===== src/rtl/sfd_frame_decoder_if.sv =====
// Stream-in / result-out bundle for sfd_frame_decoder.
// master drives the stream and consumes the result; slave is the decoder.
interface sfd_frame_decoder_if #(
  parameter int N = 10
);
  logic         bit_in;
  logic         bit_valid;
  logic         start;
  logic         busy;
  logic [N-1:0] result;
  logic         result_valid;
  logic         result_ready;
  logic         overrun;

  modport master (
    output bit_in,
    output bit_valid,
    output start,
    output result_ready,
    input  busy,
    input  result,
    input  result_valid,
    input  overrun
  );

  modport slave (
    input  bit_in,
    input  bit_valid,
    input  start,
    input  result_ready,
    output busy,
    output result,
    output result_valid,
    output overrun
  );
endinterface


===== src/rtl/sfd_frame_decoder.sv =====
// Frame-based stochastic-to-binary decoder: counts ones over 2^N
// accepted stream bits and presents one N-bit estimate via ready/valid.
module sfd_frame_decoder #(
  parameter int N       = 10,
  parameter bit BIPOLAR = 1'b0
) (
  input logic             clk,
  input logic             rst,
  sfd_frame_decoder_if.slave bus
);

  typedef enum logic [1:0] {
    IDLE  = 2'd0,
    ACCUM = 2'd1,
    HOLD  = 2'd2
  } state_t;

  localparam logic [N:0]   FRAME = {1'b1, {N{1'b0}}};
  localparam logic [N-1:0] HALF  = {1'b1, {(N-1){1'b0}}};
  localparam logic [N:0]   ONE   = {{N{1'b0}}, 1'b1};

  state_t       state;
  logic [N:0]   samp_cnt;
  logic [N:0]   ones_cnt;
  logic         busy;
  logic [N-1:0] result;
  logic         result_valid;
  logic         overrun;

  logic [N:0]   samp_nx;
  logic [N:0]   ones_nx;
  logic [N-1:0] ones_sat;
  logic [N-1:0] value;

  // Counts after accepting the current bit, and the estimate they
  // would produce; a full frame of ones saturates to the top code.
  always_comb begin
    samp_nx  = samp_cnt + ONE;
    ones_nx  = ones_cnt + {{N{1'b0}}, bus.bit_in};
    ones_sat = ones_nx[N] ? {N{1'b1}} : ones_nx[N-1:0];
    value    = BIPOLAR ? (ones_sat - HALF) : ones_sat;
  end

  // Frame FSM with registered handshake outputs.
  always_ff @(posedge clk or posedge rst) begin
    if (rst) begin
      state        <= IDLE;
      samp_cnt     <= '0;
      ones_cnt     <= '0;
      busy         <= 1'b0;
      result       <= '0;
      result_valid <= 1'b0;
      overrun      <= 1'b0;
    end else begin
      unique case (state)
        IDLE: begin
          if (bus.start) begin
            state    <= ACCUM;
            samp_cnt <= '0;
            ones_cnt <= '0;
            overrun  <= 1'b0;
            busy     <= 1'b1;
          end
        end
        ACCUM: begin
          if (bus.bit_valid) begin
            samp_cnt <= samp_nx;
            ones_cnt <= ones_nx;
            if (samp_nx == FRAME) begin
              state        <= HOLD;
              busy         <= 1'b0;
              result       <= value;
              result_valid <= 1'b1;
            end
          end
        end
        HOLD: begin
          if (bus.bit_valid) begin
            overrun <= 1'b1;
          end
          if (bus.result_ready) begin
            result_valid <= 1'b0;
            if (bus.start) begin
              state    <= ACCUM;
              samp_cnt <= '0;
              ones_cnt <= '0;
              overrun  <= 1'b0;
              busy     <= 1'b1;
            end else begin
              state <= IDLE;
            end
          end
        end
        default: begin
          state        <= IDLE;
          busy         <= 1'b0;
          result_valid <= 1'b0;
        end
      endcase
    end
  end

  assign bus.busy         = busy;
  assign bus.result       = result;
  assign bus.result_valid = result_valid;
  assign bus.overrun      = overrun;

endmodule

===== src/flat_wrapper.sv =====
// flat-port wrapper written by rule: the top's interface ports become plain ports
module sfd_frame_decoder_flat 
#(
  parameter int N       = 10,
  parameter bit BIPOLAR = 1'b0
)
  (clk, rst, bus_bit_in, bus_bit_valid, bus_start, bus_result_ready, bus_busy, bus_result, bus_result_valid, bus_overrun);
  sfd_frame_decoder_if #(.N(N)) bus_i ();
  input logic clk;
  input logic rst;
  input wire logic [$bits(bus_i.bit_in)-1:0] bus_bit_in;
  input wire logic [$bits(bus_i.bit_valid)-1:0] bus_bit_valid;
  input wire logic [$bits(bus_i.start)-1:0] bus_start;
  input wire logic [$bits(bus_i.result_ready)-1:0] bus_result_ready;
  output wire logic [$bits(bus_i.busy)-1:0] bus_busy;
  output wire logic [$bits(bus_i.result)-1:0] bus_result;
  output wire logic [$bits(bus_i.result_valid)-1:0] bus_result_valid;
  output wire logic [$bits(bus_i.overrun)-1:0] bus_overrun;
  assign bus_i.bit_in = bus_bit_in;
  assign bus_i.bit_valid = bus_bit_valid;
  assign bus_i.start = bus_start;
  assign bus_i.result_ready = bus_result_ready;
  assign bus_busy = bus_i.busy;
  assign bus_result = bus_i.result;
  assign bus_result_valid = bus_i.result_valid;
  assign bus_overrun = bus_i.overrun;
  sfd_frame_decoder #(.N(N), .BIPOLAR(BIPOLAR)) u_core (.clk(clk), .rst(rst), .bus(bus_i));
endmodule

===== config.mk =====
export PLATFORM = sky130hd
export DESIGN_NAME = sfd_frame_decoder_flat
export DESIGN_NICKNAME = d
export VERILOG_FILES = /design/src/rtl/sfd_frame_decoder_if.sv /design/src/rtl/sfd_frame_decoder.sv /design/src/flat_wrapper.sv
export SDC_FILE = /design/constraint.sdc
export NUM_CORES = 1
export LEC_CHECK = 0
export ABC_AREA = 1
export ABC_CLOCK_PERIOD_IN_PS = 3550
export BUFFER_PORTS_ARGS = -buffer_cell sky130_fd_sc_hd__buf_2
export CAP_MARGIN = 10
export CORE_MARGIN = 1
export CORE_UTILIZATION = 60
export CTS_CLUSTER_SIZE = 8
export DETAILED_ROUTE_END_ITERATION = 10
export GPL_TIMING_DRIVEN = 0
export PLACE_DENSITY_LB_ADDON = 0.08
export SYNTH_ARGS = -nofsm -noshare
export SYNTH_HDL_FRONTEND = slang
export SYNTH_SLANG_ARGS = --single-unit
export TNS_END_PERCENT = 30

===== constraint.sdc =====
create_clock -name clk -period 3.55 [get_ports clk]
set_input_delay 0.71 -clock clk [delete_from_list [all_inputs] [get_ports clk]]
set_output_delay 0.71 -clock clk [all_outputs]
set_load 0.02 [all_outputs]

==> reports/qor.txt, run 1 <==
status = finished clean
CTS tree = done
switching part of the total power = 42.2%
WP data required = 3830 ps
Setup TNS = 0 ps
Area Overhead vs Synth = 10.7%
routed via count = 1,671
DR vias/cell = 5.11
wl on met1 = 1760 um
Total GRT Usage = 23.9%
Post-CTS Setup Inserts = 0
Site Rows = 21
Syn Std Cell Area = 0.00212 mm2
P_sw = 614 uW
share of layout cells above drive strength 1 = 27.8%
WHS = 474 ps
clk buf depth = 2
clock edge transition at the registers on the reported setup and hold paths = 110 ps
first-pass GRT wire length = 6530 um
start point of the critical path = bus_bit_in
syn_area_per_cell = 8.34 um2
Total Power = 1.46 mW
maximum vdd ir drop = 302 uV
placed inst area = 0.00229 mm2
DIE AREA = 0.00377 mm2
Post-Synthesis Cells = 254
met3 WL = 142 um
largest net degree at the start of global routing = 23
Critical Path Fanout Max = 10
Worst R2R Setup Slack = 1400 ps
Clock Latency Late Sink = 350 ps
CTS sink count = 37
Max Slew Vio Count = 0
Reg power frac = 44.8%
DRT Pass-1 Iters = 4
max-cap viol count = 0
Ports = 19
clock power share = 14.7%
worst slew pin tran = 904 ps
final design area excluding fillers = 0.00234 mm2
Fin. Hold Viols = 0
Antenna Violating Nets Remaining = 0
cts repair resizes = 0
WL final = 3850 um
initial drt markers = 76
CP Launch Type = primary input
final setup fails = 0
Leak = 1.18 nW
Clock Tree Root = clkbuf_4
RSZ-0062 raised after global routing = false
crit path kind = in -> reg
Die W = 61.4 um
Detail Placement HPWL = 2920 um
area leader, netlist = dfrtp_1
initial antenna violation count = 0
starting density of the core = 63.0%
fin nets = 289
top cells by area, synth = dfrtp_1 44%, nand2_1 10%, inv_1 6.0%, o22ai_2 5.3%, o21ai_2 4.5%
top cell type's share of synthesized area = 43.7%
crit share post-route = 62.1%
RR Endpoint = u_core.bus.result[0]
# fillers = 304
post-synth cell types = 27
ant diodes = 0
routed wl met2 = 1870 um
Tmin final = 2210 ps
Mapped Nets = 263
CP endpoint = u_core.bus.result[0]
CP arrival = 2490 ps
warnings from Yosys = 0
WL/cell = 11.8 um
leading cell type in the layout, fill and taps excluded = nand2_1
Hold Crit Class = reg -> reg
core area = 0.00336 mm2
DR DRC count = 0
r2r startpoint = u_core.ones_cnt[0]
Die H = 61.4 um
clk_skew = 12.8 ps
Slew headroom = 39.7%
final design utilization = 69.7%
max frequency = 453 MHz
Num CTS Buffers = 5
hold_buf cts = 0
RD Place Congestion = 0.876
commonest non-fill, non-tap cells in the layout = 57 x nand2_1, 37 x dfrtp_1, 34 x inv_1
H-tree Lvls = 2
GRT Residual Overflow = 0
vias in the first global route = 1,541
Critical Path End Type = flip-flop
port bufs = 18
count of state elements after synthesis = 37
worst reg2reg path depth = 11
DR top layer = met4
PwrDens = 621 mW/mm2
Comb power frac = 40.5%
Internal = 842 uW
post-synthesis sequential area ratio = 43.7%
registers in the layout, indices dropped and copies added, names as in the netlist:
name / cells
u_core.ones_cnt: 11
u_core.bus.result: 10
u_core.bus.overrun: 1
u_core.samp_cnt: 11
u_core.bus.result_valid: 1
u_core.bus.busy: 1
u_core.state: 2
cell usage after synthesis:
cell and count:
nand4_1 2, a22o_1 2, buf_6 3, nor2_1 24
o21ai_4 1, dfrtp_1 37, nor3_1 1, o21ai_1 2
nor2_4 2, nor2_8 1, nand3_2 1, o21ai_0 18
nand2_1 57, o221ai_1 1, o22ai_2 9, nand3_1 13
o21ai_2 11, inv_1 34, buf_2 1, nand2_2 14
ha_1 3, xor2_1 6, inv_4 1, o31ai_1 1
nor2_2 4, inv_2 4, clkbuf_1 1
kinds of logic after synthesis:
kind of cell    after synthesis  synth area share, %
flops                        37                 43.7
simple gates                119                 26.0
fa+ha+maj                     3                 1.77
xor+xnor                      6                 2.48
buf+inv                      44                 9.04
compound gates               45                 17.0
area by class of cell:
| type | instances | area (um2) | share of cell area (%) |
|---|---|---|---|
| flip-flops and latches | 37 | 926 | 39.5 |
| clock inverters | 2 | 10.0 | 0.427 |
| repair buffers | 19 | 118 | 5.02 |
| clock buffers | 6 | 41.3 | 1.76 |
| plain buffers | 5 | 42.5 | 1.81 |
| inverters | 39 | 149 | 6.35 |
| multi-input cells | 173 | 1000 | 42.7 |
| well taps | 46 | 57.6 | 2.45 |
layer usage:
metal	vias to the layer above	GRT usage, %
li1	866	-
met1	762	30.1
met2	35	39.6
met3	8	4.83
met4	0	11.4
met5	-	0
stage by stage:
step                std cells  worst slack (ps)
global placement          318              1010
finish                    327              1340
floorplan                 254              1350
global route              327              1100
detailed placement        319               954
CTS                       327              1310
critical path, stage by stage:
cell      delay, ps
buf_2            90
ha_1            170
ha_1            190
nand2_1          90
nor2_1          150
nand3_1         150
nor2_1          120
nand2_1          70
xor2_1          160
clkbuf_1        350
nor2_1          110
o21ai_2         150
how the worst min path moves through the flow:
stage                                  startpoint                      end  slack (ps)  cells after the start
after global placement    u_core.bus.result_valid  u_core.bus.result_valid         450                      2
final                     u_core.bus.result_valid  u_core.bus.result_valid         470                      2
after detailed placement  u_core.bus.result_valid  u_core.bus.result_valid         460                      2
after global routing         u_core.bus.result[4]     u_core.bus.result[4]         520                      2
after CTS                 u_core.bus.result_valid  u_core.bus.result_valid         480                      2
after floorplan                u_core.ones_cnt[0]       u_core.ones_cnt[0]         450                      2
power groups by stage:
| stage | clock (mW) | sequential [mW] | combinational [mW] |
|---|---|---|---|
| after floorplan | 0 | 0.677 | 0.434 |
| after global placement | 0 | 0.655 | 0.575 |
| after detailed placement | 0 | 0.658 | 0.592 |
| after CTS | 0.220 | 0.651 | 0.593 |
| after global routing | 0.235 | 0.674 | 0.667 |
| final | 0.215 | 0.652 | 0.589 |
No activity file was read; power rests on OpenSTA's default activity.
==> inputs of run 2 (changes only) <==
--- a/config.mk
+++ b/config.mk
@@ -6,11 +6,11 @@
 export NUM_CORES = 1
 export LEC_CHECK = 0
 export ABC_AREA = 1
-export ABC_CLOCK_PERIOD_IN_PS = 3550
+export ABC_CLOCK_PERIOD_IN_PS = 1900
 export BUFFER_PORTS_ARGS = -buffer_cell sky130_fd_sc_hd__buf_2
 export CAP_MARGIN = 10
 export CORE_MARGIN = 1
-export CORE_UTILIZATION = 60
+export CORE_UTILIZATION = 53
 export CTS_CLUSTER_SIZE = 8
 export DETAILED_ROUTE_END_ITERATION = 10
 export GPL_TIMING_DRIVEN = 0
==> constraint.sdc (replaced) <==
create_clock -name clk -period 1.9 [get_ports clk]
set_input_delay 0.38 -clock clk [delete_from_list [all_inputs] [get_ports clk]]
set_output_delay 0.38 -clock clk [all_outputs]
set_load 0.02 [all_outputs]
==> run 2 against run 1 <==
Clock skew fell by 6.5 ps; combinational power rose by 110%; register-to-register slack got worse by 1300 ps; critical path depth fell by 1; cell area rose by 7.0%; worst setup slack got worse by 1200 ps; clock power rose to 3.4 times the previous value; sequential power rose by 89%; cell count rose by 1.5%; global-route usage fell by 2.6 points; die area rose by 13%; core utilization fell by 2.7 points; critical path type is now reg -> reg; critical endpoint is now u_core.bus.result[7]; largest power group is now combinational cells.
==> reports/qor.txt, run 2 (synthesis gave the netlist of run 1 again) <==
routed via count = 1,712 (+2.5%)
clock edge transition at the registers on the reported setup and hold paths = 80 ps (-30 ps)
Critical Path, Cell by Cell = ha_4 > ha_4 > nand2_2 > nor2_4 > nand3_2 > nor2_1 > nand2_1 > xor2_2 > clkbuf_8 > nor2_1 > o21ai_2
maximum vdd ir drop = 638 uV (+110%)
max-cap viol count = 0 (unchanged)
starting density of the core = 56.6% (-6.4 points)
Critical Path Fanout Max = 5 (-5)
crit path kind = reg -> reg
leading cell type in the layout, fill and taps excluded = nand2_1
worst slew pin tran = 779 ps (-125 ps)
Setup WS post-layout = 117 ps (-1230 ps)
WP data required = 2120 ps (-1710 ps)
Clock Tree Root = clkbuf_8
status = finished clean
RD Place Congestion = 0.880 (+0.49%)
initial antenna violation count = 0 (unchanged)
Max Slew Vio Count = 0 (unchanged)
port bufs = 18 (unchanged)
Tmin final = 1780 ps
fin nets = 292 (+1.0%)
Die H = 65.2 um (+6.2%)
Fin. Hold Viols = 0 (unchanged)
DRT Pass-1 Iters = 5 (+1)
clk_skew = 6.33 ps (-6.46 ps)
crit share post-route = 93.8%
commonest non-fill, non-tap cells in the layout = 54 x nand2_1, 37 x dfrtp_1, 33 x inv_1
Leak = 1.23 nW (+4.3%)
WHS = 227 ps (-247 ps)
DIE AREA = 0.00425 mm2 (+13%)
share of layout cells above drive strength 1 = 33.5% (+5.7 points)
WL final = 4100 um (+6.6%)
H-tree Lvls = 2 (unchanged)
pre-CTS WS = -322 ps (-1280 ps)
vias in the first global route = 1,605 (+4.2%)
Total GRT Usage = 21.4% (-2.6 points)
core area = 0.00374 mm2 (+11%)
FF/Latch Area = 926 um2 (unchanged)
Regs by FF count = u_core.ones_cnt x11, u_core.samp_cnt x11, u_core.bus.result x10
Clock Latency Late Sink = 290 ps (-60 ps)
PwrDens = 1270 mW/mm2 (+110%)
Ports = 19 (unchanged)
final setup fails = 0 (unchanged)
initial drt markers = 74 (-2.6%)
Antenna Violating Nets Remaining = 0 (unchanged)
max frequency = 561 MHz
Slew headroom = 48.0% (+8.3 points)
hold_buf cts = 0 (unchanged)
# fillers = 318 (+4.6%)
DR DRC count = 0 (unchanged)
CTS tree = done
slowest cell on the critical path = dfrtp_1
GRT Residual Overflow = 0 (unchanged)
Num CTS Buffers = 5 (unchanged)
largest net degree at the start of global routing = 38 (+65%)
WL/cell = 12.3 um (+4.9%)
Die W = 65.2 um (+6.2%)
Multi-input gate area = 0.00107 mm2 (+7.0%)
Site Rows = 22 (+4.8%)
Critical Path End Type = flip-flop
Crit path largest cell delay = 390 ps (+40 ps)
ant diodes = 0 (unchanged)
Area Overhead vs Synth = 18.4%
Hold Crit Class = in -> async
first-pass GRT wire length = 6910 um (+5.7%)
CTS sink count = 37 (unchanged)
clk buf depth = 2 (unchanged)
CP arrival = 2010 ps (-480 ps)
Detail Placement HPWL = 2730 um (-6.6%)
CP Launch Type = flip-flop
DR vias/cell = 5.16 (+0.91%)
run 2: cell count changes in the layout (fill, tap and decap cells not counted), sizes merged:
cell	before	now
clkbuf	7	8
bufinv	0	1
clkinvlp	0	1
clkinv	2	0
buf	23	25
run 2: worst paths after layout:
path                                          from                      end  slack [ps]  depth (start not counted)
max reg2reg                     u_core.ones_cnt[0]     u_core.bus.result[7]         120                         11
min in group clk                  bus_result_ready          u_core.state[1]         420                          4
max in group asynchronous                      rst          u_core.state[1]        1170                          2
max                             u_core.ones_cnt[0]     u_core.bus.result[7]         120                         11
min reg2reg                u_core.bus.result_valid  u_core.bus.result_valid         480                          2
min                                            rst       u_core.ones_cnt[2]         230                          2
run 2: through the flow:
stage / total power [mW] / std cells / setup TNS, ps / cell area, um2 / utilization [%]
finish: 3.20 / 332 / 0 / 2510 / 67.0
global route: 3.42 / 332 / -5.39 / 2510 / 67.0
CTS: 3.12 / 330 / 0 / 2450 / 65.4
detailed placement: 2.32 / 320 / -3080 / 2270 / 60.6
global placement: 2.30 / 320 / -2960 / 2270 / 60.6
floorplan: 2.08 / 254 / 0 / 2120 / -
run 2: critical path: cells and delay by family (launching register included):
family / cells / cell delay, ps
compound gates: 1 / 130
buf+inv: 1 / 190
xor+xnor: 1 / 220
flops: 1 / 390
fa+ha+maj: 2 / 280
simple gates: 6 / 500
run 2: cell type report:
type / count / share of cell area, %
inverter: 39 / 5.94
timing repair buffer: 22 / 5.04
multi-input combinational: 173 / 42.7
sequential: 37 / 36.9
buffer: 5 / 2.24
tap: 48 / 2.39
clock buffer: 6 / 3.29
clock inverter: 2 / 1.50
run 2: metal layers:
metal  routed length (um)  share of wire, %  GRT usage, %  vias to the layer above
met3                  138               3.4          4.69                        7
li1                     -                 -             -                      872
met4                   65               1.6          8.42                        0
met1                 1910                47          25.4                      801
met5                    0                 0             0                        -
met2                 1980                48          37.1                       32
run 2: what timing repair did:
action	CTS	global route
gates cloned	1	0
gates resized for setup	12	9
setup endpoints to repair	10	12
hold endpoints to repair	0	0
buffers inserted	1	2
pin swaps	3	4
run 2: report_power, final:
part	total [mW]	internal [mW]	switching (mW)	leakage [nW]
clock network	0.721	0.427	0.294	0.0574
logic	1.25	0.503	0.745	0.678
registers	1.23	1.02	0.203	0.496
==> inputs of run 3 (changes only) <==
--- a/config.mk
+++ b/config.mk
@@ -6,11 +6,11 @@
 export NUM_CORES = 1
 export LEC_CHECK = 0
 export ABC_AREA = 1
-export ABC_CLOCK_PERIOD_IN_PS = 1900
 export BUFFER_PORTS_ARGS = -buffer_cell sky130_fd_sc_hd__buf_2
 export CAP_MARGIN = 10
 export CORE_MARGIN = 1
-export CORE_UTILIZATION = 53
+export CORE_UTILIZATION = 55
+export CTS_BUF_LIST = sky130_fd_sc_hd__clkbuf_2 sky130_fd_sc_hd__clkbuf_4 sky130_fd_sc_hd__clkbuf_8
 export CTS_CLUSTER_SIZE = 8
 export DETAILED_ROUTE_END_ITERATION = 10
 export GPL_TIMING_DRIVEN = 0
==> run 3 against run 2 <==
Worst setup slack lost 29 ps; sequential cell count is the same; count of clock-buffer cells in the layout grew 1; cell count rose by 1.2%; critical path depth unchanged; cell area is 2.9% higher; register-to-register slack worse by 30 ps; critical endpoint is now u_core.bus.result[0]; largest power group unchanged.
==> reports/qor.txt, run 3 (synthesis gave the netlist of run 1 again) <==
status = finished clean
Crit path largest cell delay = 390 ps (about the same)
max-cap viol count = 0 (unchanged)
Die H = 64.1 um (-1.8%)
worst slew pin tran = 781 ps (+1.59 ps)
WL final = 4250 um (+3.6%)
maximum vdd ir drop = 736 uV (+15%)
# fillers = 300 (-5.7%)
CP Launch Type = flip-flop
Slew headroom = 47.9% (-0.11 points)
Clock Tree Root = clkbuf_8
max frequency = 552 MHz (-1.6%)
PwrDens = 1270 mW/mm2 (-0.53%)
clk_skew = 7.34 ps (+1.01 ps)
final setup fails = 0 (unchanged)
Multi-input gate area = 0.00109 mm2 (+2.2%)
GRT Residual Overflow = 0 (unchanged)
DIE AREA = 0.00410 mm2 (-3.5%)
RD Place Congestion = 0.889 (+1.0%)
Hold Crit Class = in -> async
Total Power = 3.27 mW (+2.3%)
Detail Placement HPWL = 2800 um (+2.5%)
CTS tree = done
Critical Path Fanout Max = 5 (unchanged)
DR DRC count = 0 (unchanged)
Area Overhead vs Synth = 21.9%
CP bufs+invs = 1 (unchanged)
Antenna Violating Nets Remaining = 0 (unchanged)
slowest cell on the critical path = dfrtp_1
Num CTS Buffers = 5 (unchanged)
DRT Pass-1 Iters = 4 (-1)
WL/cell = 12.6 um (+2.4%)
WP data required = 2080 ps (-40 ps)
first-pass GRT wire length = 6980 um (+1.1%)
Fin. Hold Viols = 0 (unchanged)
Leak = 1.28 nW (+3.5%)
leading cell type in the layout, fill and taps excluded = nand2_1
fin nets = 296 (+1.4%)
final design utilization = 70.0% (+3.0 points)
Site Rows = 22 (unchanged)
largest net degree at the start of global routing = 38 (unchanged)
Critical Path, Cell by Cell = ha_4 > ha_4 > nand2_2 > nor2_4 > nand3_2 > nor2_2 > nand2_2 > xor2_4 > clkbuf_8 > nor2_1 > o21ai_2
crit path kind = reg -> reg
vias in the first global route = 1,561 (-2.7%)
Total GRT Usage = 22.4% (+1.1 points)
starting density of the core = 57.4% (+0.84 points)
Setup TNS = 0 ps (unchanged)
Regs by FF count = u_core.ones_cnt x11, u_core.samp_cnt x11, u_core.bus.result x10
Tmin final = 1810 ps (+28.7 ps)
share of layout cells above drive strength 1 = 35.8% (+2.3 points)
Max Slew Vio Count = 0 (unchanged)
Clock Latency Late Sink = 290 ps (about the same)
FF/Latch Area = 927 um2 (+0.14%)
Crit path max-delay family = simple AND/OR/NAND/NOR gates
ant diodes = 0 (unchanged)
CTS sink count = 37 (unchanged)
hold_buf cts = 0 (unchanged)
DR vias/cell = 5.05 (-2.1%)
commonest non-fill, non-tap cells in the layout = 53 x nand2_1, 36 x dfrtp_1, 33 x inv_1
core area = 0.00369 mm2 (-1.5%)
RSZ-0062 raised after global routing = true
clock edge transition at the registers on the reported setup and hold paths = 70 ps (about the same)
Ports = 19 (unchanged)
port bufs = 18 (unchanged)
crit share post-route = 95.4% (+1.5 points)
initial drt markers = 88 (+19%)
H-tree Lvls = 2 (unchanged)
clk buf depth = 2 (unchanged)
routed via count = 1,696 (-0.93%)
CP arrival = 2000 ps (about the same)
Die W = 64.1 um (-1.8%)
Critical Path End Type = flip-flop
initial antenna violation count = 0 (unchanged)
-- run 3: area by class of cell --
type	count	share of cell area, %
clock inverter	1	1.16
inverter	39	5.77
sequential	37	35.9
multi-input combinational	173	42.4
buffer	5	2.18
tap	48	2.33
timing repair buffer	26	6.74
clock buffer	7	3.49
-- run 3: stage by stage --
| stage | cells | worst slack [ps] | hold slack [ps] | cell area, um2 |
|---|---|---|---|---|
| after detailed placement | 320 | -355 | 466 | 2270 |
| final | 336 | 88.2 | 229 | 2580 |
| after CTS | 331 | 10.0 | 248 | 2450 |
| after global placement | 320 | -309 | 463 | 2270 |
| after floorplan | 254 | 25.4 | 446 | 2120 |
| after global routing | 336 | -28.6 | 290 | 2580 |
-- run 3: power breakdown --
group / internal, mW / switching, mW
logic: 0.550 / 0.766
clock network: 0.442 / 0.280
registers: 1.03 / 0.206
-- run 3: timing repair --
action / 4_1_cts / 5_1_grt
gates cloned: 1 / 1
endpoints found under the setup margin: 11 / 12
setup buffers: 2 / 4
gates resized for setup: 10 / 18
pin swaps: 3 / 7
-- run 3: worst paths after layout --
check                                   startpoint                      end  slack (ps)  cells after the start
max                             u_core.ones_cnt[0]     u_core.bus.result[0]          90                     11
min                                            rst          u_core.state[0]         230                      2
max reg2reg                     u_core.ones_cnt[0]     u_core.bus.result[0]          90                     11
min reg2reg                u_core.bus.result_valid  u_core.bus.result_valid         480                      2
max in group asynchronous                      rst       u_core.samp_cnt[2]        1130                      2
min in group clk                         bus_start          u_core.bus.busy         420                      3
-- run 3: per-layer routing --
layer	share of wire [%]	vias up	global-route usage [%]
li1	-	880	-
met1	45	785	26.8
met2	50	21	38.8
met3	2.7	10	5.36
met4	2.2	0	8.52
met5	0	-	0
